## src/rtl/t5_fetch_if.sv

```systemverilog
`default_nettype none
// +----------------------------------------------------------------------------+
// | Module      : t5_fetch_if                                                  |
// | Description : Instruction bus between the fetch stage and the instruction  |
// |               memory. The fetch stage is the master.                       |
// | Revision    : 1.0  initial release                                         |
// +----------------------------------------------------------------------------+
interface t5_fetch_if #(
    parameter int XLEN = 32
);
    logic [XLEN-1:0] iadr;
    logic            istb;
    logic            iack;
    logic [31:0]     idat_i;

    modport master (output iadr, output istb, input iack, input idat_i);
    modport slave  (input iadr, input istb, output iack, output idat_i);
endinterface
`default_nettype wire

```

## src/rtl/t5_fetch.sv

```systemverilog
`default_nettype none
// +----------------------------------------------------------------------------+
// | Module      : t5_fetch                                                     |
// | Description : Fetch stage for the 4-hart barrel pipeline. Holds one word   |
// |               PC per hart and gives each hart one fetch slot every 4       |
// |               cycles. Decode sees {pc, hart} on fpc plus the instruction.  |
// | Revision    : 1.0  initial release                                         |
// +----------------------------------------------------------------------------+
module t5_fetch #(
    parameter int          XLEN     = 32,
    parameter logic [31:0] RESET_PC = 32'h0000_0000,
    parameter logic [31:0] NOP      = 32'h0000_0013
) (
    input  wire logic            sclk,
    input  wire logic            srst,
    input  wire logic            sena,
    input  wire logic [3:0]      hena,
    input  wire logic            xbra,
    input  wire logic [XLEN-1:0] xtgt,
    t5_fetch_if.master           ibus,
    output logic      [XLEN-1:0] fpc,
    output logic      [31:0]     idat,
    output logic                 fvld
);

    localparam logic [XLEN-3:0] c_rst_word = RESET_PC[XLEN-1:2];
    localparam logic [XLEN-3:0] c_pc_one   = {{(XLEN-3){1'b0}}, 1'b1};

    logic [XLEN-3:0] r_pcw [4];
    logic [1:0]      r_hptr;

    logic            w_hen;
    logic            w_issue;
    logic            w_bubble;
    logic            w_adv;
    logic [XLEN-3:0] w_cur_pc;

    // Slot decode: what the current hart does this cycle.
    always_comb begin
        w_hen    = hena[r_hptr];
        w_cur_pc = r_pcw[r_hptr];
        w_issue  = sena & w_hen & ibus.iack;
        w_bubble = sena & ~w_hen;
        // A disabled hart's slot never waits on the bus, so it always moves on.
        w_adv    = sena & (ibus.iack | ~w_hen);
        ibus.iadr = {w_cur_pc, 2'b00};
        ibus.istb = sena & w_hen & ~srst;
    end

    // Round-robin slot pointer; holds during a bus wait state or a stall.
    always_ff @(posedge sclk) begin
        if (srst) begin
            r_hptr <= 2'd0;
        end else if (w_adv) begin
            r_hptr <= r_hptr + 2'd1;
        end
    end

    // Per-hart PC file. The redirect write comes last so it overrides the
    // issue increment when both target the current hart.
    always_ff @(posedge sclk) begin
        if (srst) begin
            for (int h = 0; h < 4; h++) begin
                r_pcw[h] <= c_rst_word;
            end
        end else if (sena) begin
            if (w_issue) begin
                r_pcw[r_hptr] <= w_cur_pc + c_pc_one;
            end
            if (xbra) begin
                r_pcw[xtgt[1:0]] <= xtgt[XLEN-1:2];
            end
        end
    end

    // Decode-facing output registers: real fetch, bubble, or wait state.
    always_ff @(posedge sclk) begin
        if (srst) begin
            fpc  <= {c_rst_word, 2'b00};
            idat <= NOP;
            fvld <= 1'b0;
        end else if (sena) begin
            if (w_issue) begin
                fpc  <= {w_cur_pc, r_hptr};
                idat <= ibus.idat_i;
                fvld <= 1'b1;
            end else if (w_bubble) begin
                fpc  <= {w_cur_pc, r_hptr};
                idat <= NOP;
                fvld <= 1'b0;
            end else begin
                // Bus wait state: keep the last fetch visible but mark it stale.
                fvld <= 1'b0;
            end
        end
    end

endmodule
`default_nettype wire

```

## src/flat_wrapper.sv

```systemverilog
// flat-port wrapper written by rule: the top's interface ports become plain ports
module t5_fetch_flat 
#(
    parameter int          XLEN     = 32,
    parameter logic [31:0] RESET_PC = 32'h0000_0000,
    parameter logic [31:0] NOP      = 32'h0000_0013
)
  (sclk, srst, sena, hena, xbra, xtgt, fpc, idat, fvld, ibus_iadr, ibus_istb, ibus_iack, ibus_idat_i);
  t5_fetch_if #(.XLEN(XLEN)) ibus_i ();
  input  wire logic sclk;
  input  wire logic srst;
  input  wire logic sena;
  input  wire logic [3:0] hena;
  input  wire logic xbra;
  input  wire logic [XLEN-1:0] xtgt;
  output logic      [XLEN-1:0] fpc;
  output logic      [31:0] idat;
  output logic fvld;
  output wire logic [$bits(ibus_i.iadr)-1:0] ibus_iadr;
  output wire logic [$bits(ibus_i.istb)-1:0] ibus_istb;
  input wire logic [$bits(ibus_i.iack)-1:0] ibus_iack;
  input wire logic [$bits(ibus_i.idat_i)-1:0] ibus_idat_i;
  assign ibus_iadr = ibus_i.iadr;
  assign ibus_istb = ibus_i.istb;
  assign ibus_i.iack = ibus_iack;
  assign ibus_i.idat_i = ibus_idat_i;
  t5_fetch #(.XLEN(XLEN), .RESET_PC(RESET_PC), .NOP(NOP)) u_core (.sclk(sclk), .srst(srst), .sena(sena), .hena(hena), .xbra(xbra), .xtgt(xtgt), .ibus(ibus_i), .fpc(fpc), .idat(idat), .fvld(fvld));
endmodule
```

## config.mk

```make
export PLATFORM = sky130hd
export DESIGN_NAME = t5_fetch_flat
export DESIGN_NICKNAME = d
export VERILOG_FILES = /design/src/rtl/t5_fetch_if.sv /design/src/rtl/t5_fetch.sv /design/src/flat_wrapper.sv
export SDC_FILE = /design/constraint.sdc
export NUM_CORES = 1
export LEC_CHECK = 0
export BUFFER_PORTS_ARGS = -buffer_cell sky130_fd_sc_hd__buf_2
export CORE_ASPECT_RATIO = 1.4
export CORE_UTILIZATION = 37
export CTS_CLUSTER_SIZE = 24
export DETAILED_ROUTE_END_ITERATION = 8
export SETUP_SLACK_MARGIN = 0.3
export SLEW_MARGIN = 15
export SYNTH_ARGS = -nofsm -noshare
export SYNTH_HDL_FRONTEND = slang
export SYNTH_SLANG_ARGS = --single-unit
```

## constraint.sdc

```tcl
create_clock -name sclk -period 4.2 [get_ports sclk]
set_input_delay 0.21 -clock sclk [delete_from_list [all_inputs] [get_ports sclk]]
set_output_delay 0.21 -clock sclk [all_outputs]
set_load 0.02 [all_outputs]
```

==> impl_metrics.json, run 1 <==
{
  "numCtsBuffers": 17,
  "tightest_slew_ps": 1117,
  "combPwrFrac_pct": 16.3,
  "final_util_pct": 47.09,
  "tns_ps": 0,
  "syn2layout_area_growth_pct": 24.11,
  "rsz0062_at_grt": "false",
  "timing.hold.ws_ps": 18.11,
  "internal_power_w": 0.003234,
  "grt_max_degree": 47,
  "die_width_um": 130.7,
  "p_total_w": 0.004515,
  "ys_warn_count": 0,
  "synth_seq_cells": 189,
  "clk-insertion-delay-late_ps": 440,
  "cts.path.max_buffers": 2,
  "start_util_pct": 37.95,
  "holdCritPathClass": "primary input to register",
  "num_io_pins": 171,
  "row_count": 65,
  "fin_worst_skew_ps": 8.821,
  "slew-limit-headroom_pct": 25.54,
  "antenna_found_initial": 2,
  "cap_violations": 0,
  "cts.clk_slew.worst_paths_ps": 70,
  "required_ps": 4350,
  "power_density_nw_per_um2": 424.0,
  "multi_input_comb_area_um2": 3376,
  "via_per_inst": 5.563,
  "outcome": "finished, final reports clean",
  "arrival_ps": 3340,
  "top_usage_layer": "met2",
  "num_vias": 7009,
  "sw_frac_of_total_pct": 28.37,
  "crit_type": "register to register",
  "finalMaxSlewViolations": 0,
  "layout.nets": 1019,
  "ant_nets": 0,
  "h-tree-depth": 4,
  "grt_pass1_wl_mm": 40.34,
  "cts_hold_buf": 30,
  "route.detailed.drc": 0,
  "synth_cell_type_count": 41,
  "clock.fmax_ghz": 0.3129,
  "netSwitchingPower_w": 0.001281,
  "finalSetupViolCount": 0,
  "die_height_um": 182.2,
  "cts_sinks": 189,
  "dpl.hpwl_mm": 17.68,
  "gr-usage-all-layers_pct": 23.35,
  "period_share_pct": 76.10,
  "hold_viol": 0,
  "grtUsageMet2_pct": 39.45,
  "clock_power_share_pct": 36.6,
  "firstDrtPassIters": 5,
  "cts_root_buf": "clkbuf_16",
  "drtIter0Drc": 616,
  "post_cts_buffers": 0,
  "end_kind": "register",
  "syn_area_per_cell_um2": 11.30,
  "min_period_ps": 3196,
  "grt.met3_usage_pct": 5.248,
  "layout-drive-gt1-share_pct": 28.50,
  "seq_area_frac_synth_pct": 58.10,
  "gp_congestion": 0.7978,
  "met1_usage_pct": 26.97,
  "final_common_cell": "nand2_1",
  "slowest_delay_ps": 680,
  "p_leak_nw": 4.032,
  "placed_cell_area_um2": 9737,
  "grt_pass1_vias": 7026,
  "fillers": 2117,
  "ff_latch_area_um2": 4986,
  "ir_drop_mv": 0.2843,
  "postRouteWirelength_mm": 26.94,
  "reg2reg_depth": 7,
  "post_cts_resized": 0,
  "start_kind": "register",
  "hold_depth": 3,
  "crit_slowest_cell": "nor4_4",
  "final_cell_mix": "nand2_1, buf_2, edfxtp_1",
  "seqPwrFrac_pct": 47.1,
  "dieArea_um2": 23810,
  "cts_tree": "done",
  "wl_per_cell_um": 21.38,
  "overflow": 0,
  "design.core.area_um2": 22610,
  "crit_chain": "buf_4, mux4_2, nand4_2, nor4_4, nand4_1, xor2_1, o21ai_1",
  "final_area_um2": 10650,
  "synthesis.area_um2": 8579,
  "synthCells": 759,
  "critPathMaxFanout": 13,
  "io_buffer_count": 168
}
-- final timing paths --
path	slack [ps]	to	start
hold reg to reg	460	u_core.fpc[23]$_SDFFE_PP0P_	u_core.fpc[23]$_SDFFE_PP0P_
setup reg to reg	1000	u_core.r_pcw[3][28]$_DFFE_PP_	register
hold / removal	20	u_core.idat[4]$_SDFFE_PP1P_	ibus_idat_i[4]
setup / recovery	1000	u_core.r_pcw[3][28]$_DFFE_PP_	register
-- cell families after synthesis --
logic type,synth area share [%]
adders and majority gates,0.1458
xor gates and xnor gates,3.063
AOI/OAI and AO/OA,13.69
other,0.04371
buffers and inverters,3.004
muxes,8.531
DFF,58.10
and+or+nand+nor,13.42
-- flip-flops by register name, summed over array words and instances, names as in the netlist, named ones only --
register	flops
u_core.fvld	1
u_core.r_pcw	120
u_core.fpc	32
u_core.r_hptr	2
u_core.idat	32
-- Yosys cell counts (all sizes together) --
cell type	number	area share (%)
and3	4	0.29
o31ai	24	2.1
and4	3	0.31
or3	3	0.22
nor4	2	0.32
o22ai	3	0.22
nor3	6	0.52
mux4	31	8.1
mux2	3	0.39
nand3	12	0.82
xnor2	11	1.1
nand2b	4	0.29
o21ai	80	4.7
ha	1	0.15
a21oi	33	1.9
nor2b	1	0.073
nand2	180	7.9
conb	1	0.044
edfxtp	120	42
inv	4	0.17
nand3b	2	0.17
xor2	19	1.9
and2	4	0.29
nor2	26	1.1
clkbuf	36	1.6
dfxtp	69	16
a22o	46	4.7
or2	3	0.22
buf	16	1.3
o21a	1	0.088
nand4	11	0.87
-- layout make-up --
| type | count | area share (%) |
|---|---|---|
| Clock buffer | 18 | 4.125 |
| Multi-Input combinational cell | 515 | 31.70 |
| Inverter | 4 | 0.1410 |
| Sequential cell | 189 | 46.83 |
| Tap cell | 301 | 3.537 |
| Antenna cell | 1 | 0.02350 |
| Clock inverter | 14 | 1.445 |
| Timing Repair Buffer | 218 | 12.20 |
-- power by group through the flow --
stage                     registers [W]  logic (W)  clock network (W)
after floorplan                 0.00219   0.000413                  0
after global placement          0.00217   0.000707                  0
after detailed placement        0.00217   0.000712                  0
after CTS                       0.00213   0.000733            0.00167
after global routing            0.00214   0.000782            0.00174
final                           0.00213   0.000735            0.00165
-- critical path, delay by kind of cell, from the launching register on --
family	cells	cell delay [ps]
compound gates	1	130
buf+inv	1	360
mux	1	370
xor+xnor	1	330
simple gates	3	1080
flops	1	630
-- routing by layer --
layer	share of wire (%)	vias to the layer above
met3	7.4	73
met4	5.0	0
met5	0	-
met2	50	350
li1	-	3163
met1	38	3423
-- through the flow --
step,instances,setup slack [ps]
global route,1259,754.4
finish,1260,1004
global placement,1196,1088
detailed placement,1196,1004
CTS,1258,996.1
floorplan,760,622.0
(Power assumes the default switching activity.)
==> inputs of run 2 (changes only) <==
==> constraint.sdc (replaced) <==
create_clock -name sclk -period 2.6 [get_ports sclk]
set_input_delay 0.13 -clock sclk [delete_from_list [all_inputs] [get_ports sclk]]
set_output_delay 0.13 -clock sclk [all_outputs]
set_load 0.02 [all_outputs]
==> impl_metrics.json, run 2 (synthesis gave the netlist of run 1 again) <==
{
  "via_per_inst": 5.379,
  "row_count": 65,
  "cts_root_buf": "clkbuf_16",
  "grt_max_degree": 45,
  "critical_path.top_delay_family": "multiplexers",
  "start_util_pct": 37.95,
  "cts.path.max_buffers": 2,
  "dpl.hpwl_mm": 18.23,
  "grt_pass1_vias": 7430,
  "hold_viol": 0,
  "cts.clk_slew.worst_paths_ps": 70,
  "top_register": "u_core.r_pcw",
  "clk-insertion-delay-late_ps": 440,
  "design.core.area_um2": 22610,
  "finalMaxSlewViolations": 0,
  "largest_reg_flops": 120,
  "die_height_um": 182.2,
  "cts_sinks": 189,
  "ant_nets": 0,
  "p_leak_nw": 4.538,
  "layout-drive-gt1-share_pct": 37.83,
  "io_buffer_count": 168,
  "layout.nets": 1092,
  "postRouteWirelength_mm": 27.55,
  "placedCellCount": 1238,
  "power_density_nw_per_um2": 634.8,
  "place_ws_ps": -61.30,
  "num_io_pins": 171,
  "grt_pass1_wl_mm": 41.19,
  "ir_drop_mv": 0.5094,
  "drtIter0Drc": 766,
  "crit_chain": "buf_12, mux4_2, buf_4, nand4_1, nor4_4, buf_4, nand4_1, xor2_2, o21ai_1",
  "syn2layout_area_growth_pct": 35.72,
  "num_vias": 7170,
  "ff_latch_area_um2": 4992,
  "fin_worst_skew_ps": 9.424,
  "final_common_cell": "nand2_1",
  "slew-limit-headroom_pct": 56.87,
  "required_ps": 2770,
  "reg_top3": "u_core.r_pcw: 120 flops, u_core.fpc: 32 flops, u_core.idat: 32 flops",
  "cap_violations": 0,
  "dieArea_um2": 23810,
  "slowest_delay_ps": 560,
  "cp_num_buf_inv": 3,
  "h-tree-depth": 4,
  "gr-usage-all-layers_pct": 23.79,
  "outcome": "finished, final reports clean",
  "die_width_um": 130.7,
  "finalSetupViolCount": 0,
  "gp_congestion": 0.7637,
  "min_period_ps": 2390,
  "antenna_found_initial": 3,
  "firstDrtPassIters": 7,
  "route.detailed.drc": 0,
  "arrival_ps": 2560,
  "wl_per_cell_um": 20.67,
  "clock.fmax_ghz": 0.4185,
  "period_share_pct": 91.91,
  "start_kind": "register",
  "critPathMaxFanout": 13,
  "final_cell_mix": "nand2_1, buf_2, edfxtp_1",
  "numCtsBuffers": 17,
  "cts_tree": "done",
  "crit_slowest_cell": "mux4_2",
  "fillers": 2047,
  "rsz0062_at_grt": "true",
  "multi_input_comb_area_um2": 3739,
  "overflow": 0,
  "end_kind": "register",
  "holdCritPathClass": "primary input to register",
  "tightest_slew_ps": 645.4,
  "crit_type": "register to register",
  "fin_cells": 1333,
  "finalWorstSetupSlack_ps": 210.4
}
## run 2: path summary, 6_finish.rpt
path,end,slack (ps),from,cells after the start
hold reg to reg,u_core.fpc[17]$_SDFFE_PP0P_,450,u_core.fpc[17]$_SDFFE_PP0P_,2
setup reg to reg,u_core.r_pcw[0][16]$_DFFE_PP_,210,register,9
setup / recovery,u_core.r_pcw[0][16]$_DFFE_PP_,210,register,9
hold / removal,u_core.r_pcw[3][8]$_DFFE_PP_,20,xtgt[10],3
## run 2: cell type report
| cell class | instances | area share (%) |
|---|---|---|
| clock buffers | 21 | 4.051 |
| multi-input cells | 515 | 32.11 |
| repair buffers | 291 | 16.89 |
| diodes | 1 | 0.02149 |
| well taps | 301 | 3.234 |
| flip-flops and latches | 189 | 42.88 |
| clock inverters | 11 | 0.6877 |
| inverters | 4 | 0.1289 |
## run 2: tightest hold or removal path: stages
cell and delay [ps]:
buf_2 110, nand2_1 50, o21ai_0 60
## run 2: what timing repair did
item | in CTS | in global routing
pin swaps | 6 | 29
endpoints found under the setup margin | 101 | 132
hold endpoints to repair | 36 | 0
hold buffers | 33 | 0
gates resized for setup | 24 | 30
gates cloned | 0 | 2
buffers inserted | 11 | 16
## run 2: per-layer routing
layer / GRT usage [%] / part of all wire [%] / vias to the layer above
met4: 12.23 / 4.5 / 2
met3: 5.306 / 6.5 / 69
met2: 42.56 / 53 / 333
met1: 25.81 / 36 / 3473
li1: - / - / 3293
met5: 0 / 0.036 / -
## run 2: power breakdown
part | switching [W] | internal (W)
Clock | 0.00116 | 0.00132
Sequential | 0.0000698 | 0.00335
Combinational | 0.000883 | 0.000607
## run 2: metrics by stage
stage | utilization [%] | total power, W | hold slack [ps] | setup TNS (ps) | area [µm²]
after floorplan | - | 0.004247 | 263.1 | 0 | 8723
after global placement | 45.28 | 0.004799 | 344.0 | -43.07 | 10240
after detailed placement | 45.28 | 0.004811 | 350.3 | -322.8 | 10240
after CTS | 50.15 | 0.007353 | 0.9609 | 0 | 11340
after global routing | 51.50 | 0.007637 | 19.92 | 0 | 11640
final | 51.50 | 0.007392 | 21.77 | 0 | 11640
==> inputs of run 3 (changes only) <==
--- a/config.mk
+++ b/config.mk
@@ -6,7 +6,6 @@
 export NUM_CORES = 1
 export LEC_CHECK = 0
 export BUFFER_PORTS_ARGS = -buffer_cell sky130_fd_sc_hd__buf_2
-export CORE_ASPECT_RATIO = 1.4
 export CORE_UTILIZATION = 37
 export CTS_CLUSTER_SIZE = 24
 export DETAILED_ROUTE_END_ITERATION = 8
==> impl_metrics.json, run 3 (synthesis gave the netlist of run 1 again) <==
{
  "hold_viol": 0,
  "netSwitchingPower_w": 0.002219,
  "finalMaxSlewViolations": 0,
  "antenna_found_initial": 1,
  "sw_frac_of_total_pct": 28.76,
  "drtIter0Drc": 647,
  "critPathMaxFanout": 10,
  "p_total_w": 0.007714,
  "arrival_ps": 2640,
  "overflow": 0,
  "seqPwrFrac_pct": 44.4,
  "combPwrFrac_pct": 21.5,
  "p_leak_nw": 4.756,
  "grt_max_degree": 43,
  "cts_root_buf": "clkbuf_16",
  "die_height_um": 154.3,
  "largest_reg_flops": 120,
  "num_vias": 7206,
  "min_period_ps": 2467,
  "final_area_um2": 12210,
  "layout-drive-gt1-share_pct": 41.28,
  "tns_ps": 0,
  "route.detailed.drc": 0,
  "rsz0062_at_grt": "true",
  "h-tree-depth": 4,
  "clock.fmax_ghz": 0.4053,
  "io_buffer_count": 168,
  "cts.path.max_buffers": 2,
  "placed_cell_area_um2": 10320,
  "crit_type": "register to register",
  "cts_sinks": 189,
  "postRouteWirelength_mm": 27.56,
  "fin_cells": 1335,
  "clock_power_share_pct": 34.1,
  "slew-limit-headroom_pct": 62.77,
  "internal_power_w": 0.005496,
  "wl_per_cell_um": 20.64,
  "reg_top3": "u_core.r_pcw: 120 flops, u_core.fpc: 32 flops, u_core.idat: 32 flops",
  "design.core.area_um2": 22710,
  "dieArea_um2": 23800,
  "final_cell_mix": "nand2_1, buf_2, edfxtp_1",
  "row_count": 55,
  "tightest_slew_ps": 558.4,
  "final_common_cell": "nand2_1",
  "cts_tree": "done",
  "cts.clk_slew.worst_paths_ps": 70,
  "firstDrtPassIters": 5,
  "finalSetupViolCount": 0,
  "gr-usage-all-layers_pct": 23.00,
  "numCtsBuffers": 17,
  "num_io_pins": 171,
  "outcome": "finished, final reports clean",
  "layout.nets": 1110,
  "top_register": "u_core.r_pcw",
  "placedCellCount": 1236,
  "fin_worst_skew_ps": 9.900,
  "period_share_pct": 94.89,
  "dpl.hpwl_mm": 17.09,
  "die_width_um": 154.3,
  "required_ps": 2770,
  "cap_violations": 0,
  "end_kind": "register",
  "clk-insertion-delay-late_ps": 440,
  "ant_nets": 0,
  "holdCritPathClass": "primary input to register",
  "start_kind": "register",
  "grt_pass1_vias": 7036,
  "via_per_inst": 5.398,
  "syn2layout_area_growth_pct": 42.29,
  "gp_congestion": 0.7658,
  "grt_pass1_wl_mm": 40.55,
  "start_util_pct": 37.78,
  "ir_drop_mv": 0.3996,
  "power_density_nw_per_um2": 631.9
}
run 3: cell types whose count changed in the layout (fill, tap and decap cells not counted), moves of 4 or more:
cell	change
buf_6	+27
buf_4	-8
o31ai_1	-8
o31ai_4	+6
o21ai_0	-5
buf_12	+4
buf_2	-4
nand2_1	-4
xnor2_4	+4
xor2_2	-4
run 3: worst max-delay path: stages (launching register included):
cell	delay, ps
dfxtp_4	410
buf_12	160
buf_4	140
mux4_2	380
nand2_2	100
nor4_4	320
buf_12	180
nand4_1	100
xor2_1	170
buf_4	150
o21ai_1	70
run 3: area by class of cell:
class / count / area (µm²)
fillers: 1929 / 10500
flip-flops and latches: 189 / 4990
multi-input cells: 515 / 3988
repair buffers: 309 / 2263
clock buffers: 20 / 500.5
well taps: 285 / 356.6
clock inverters: 12 / 92.59
inverters: 4 / 15.01
diodes: 1 / 2.502
run 3: repair_timing:
action | CTS | global route
pin swaps | 32 | 34
endpoints found under the setup margin | 108 | 110
buffers inserted | 26 | 7
hold endpoints to repair | 32 | 0
hold buffers | 32 | 0
cloned | 1 | 0
gates resized for setup | 60 | 70
run 3: layer usage:
layer	track usage (%)	vias to the layer above	part of all wire, %	wire length (µm)
met2	39.16	232	51	14140
met5	0	-	0	0
met1	29.52	3607	42	11600
li1	-	3340	-	-
met4	7.732	0	1.4	379
met3	4.287	27	5.2	1442
run 3: final timing paths:
check,startpoint,end,slack (ps),cells after the start
setup reg to reg,register,u_core.r_pcw[0][28]$_DFFE_PP_,130,10
hold / removal,xtgt[20],u_core.r_pcw[3][18]$_DFFE_PP_,10,3
hold reg to reg,u_core.fpc[15]$_SDFFE_PP0P_,u_core.fpc[15]$_SDFFE_PP0P_,450,2
setup / recovery,register,u_core.r_pcw[0][28]$_DFFE_PP_,130,10
run 3: metrics by stage:
stage | hold WS (ps) | util [%] | setup slack [ps]
floorplan | 263.1 | - | 164.6
global placement | 345.8 | 45.44 | -84.44
detailed placement | 351.1 | 45.44 | -110.8
CTS | 2.112 | 51.99 | 159.8
global route | 15.74 | 53.76 | 52.80
finish | 14.68 | 53.76 | 133.0
run 3: power by group through the flow:
stage	Sequential, W	Combinational, W	Clock, W
finish	0.00342	0.00166	0.00263
floorplan	0.00353	0.000714	0
detailed placement	0.00349	0.00134	0
CTS	0.00342	0.00153	0.00266
global route	0.00344	0.00175	0.00278
global placement	0.00349	0.00134	0
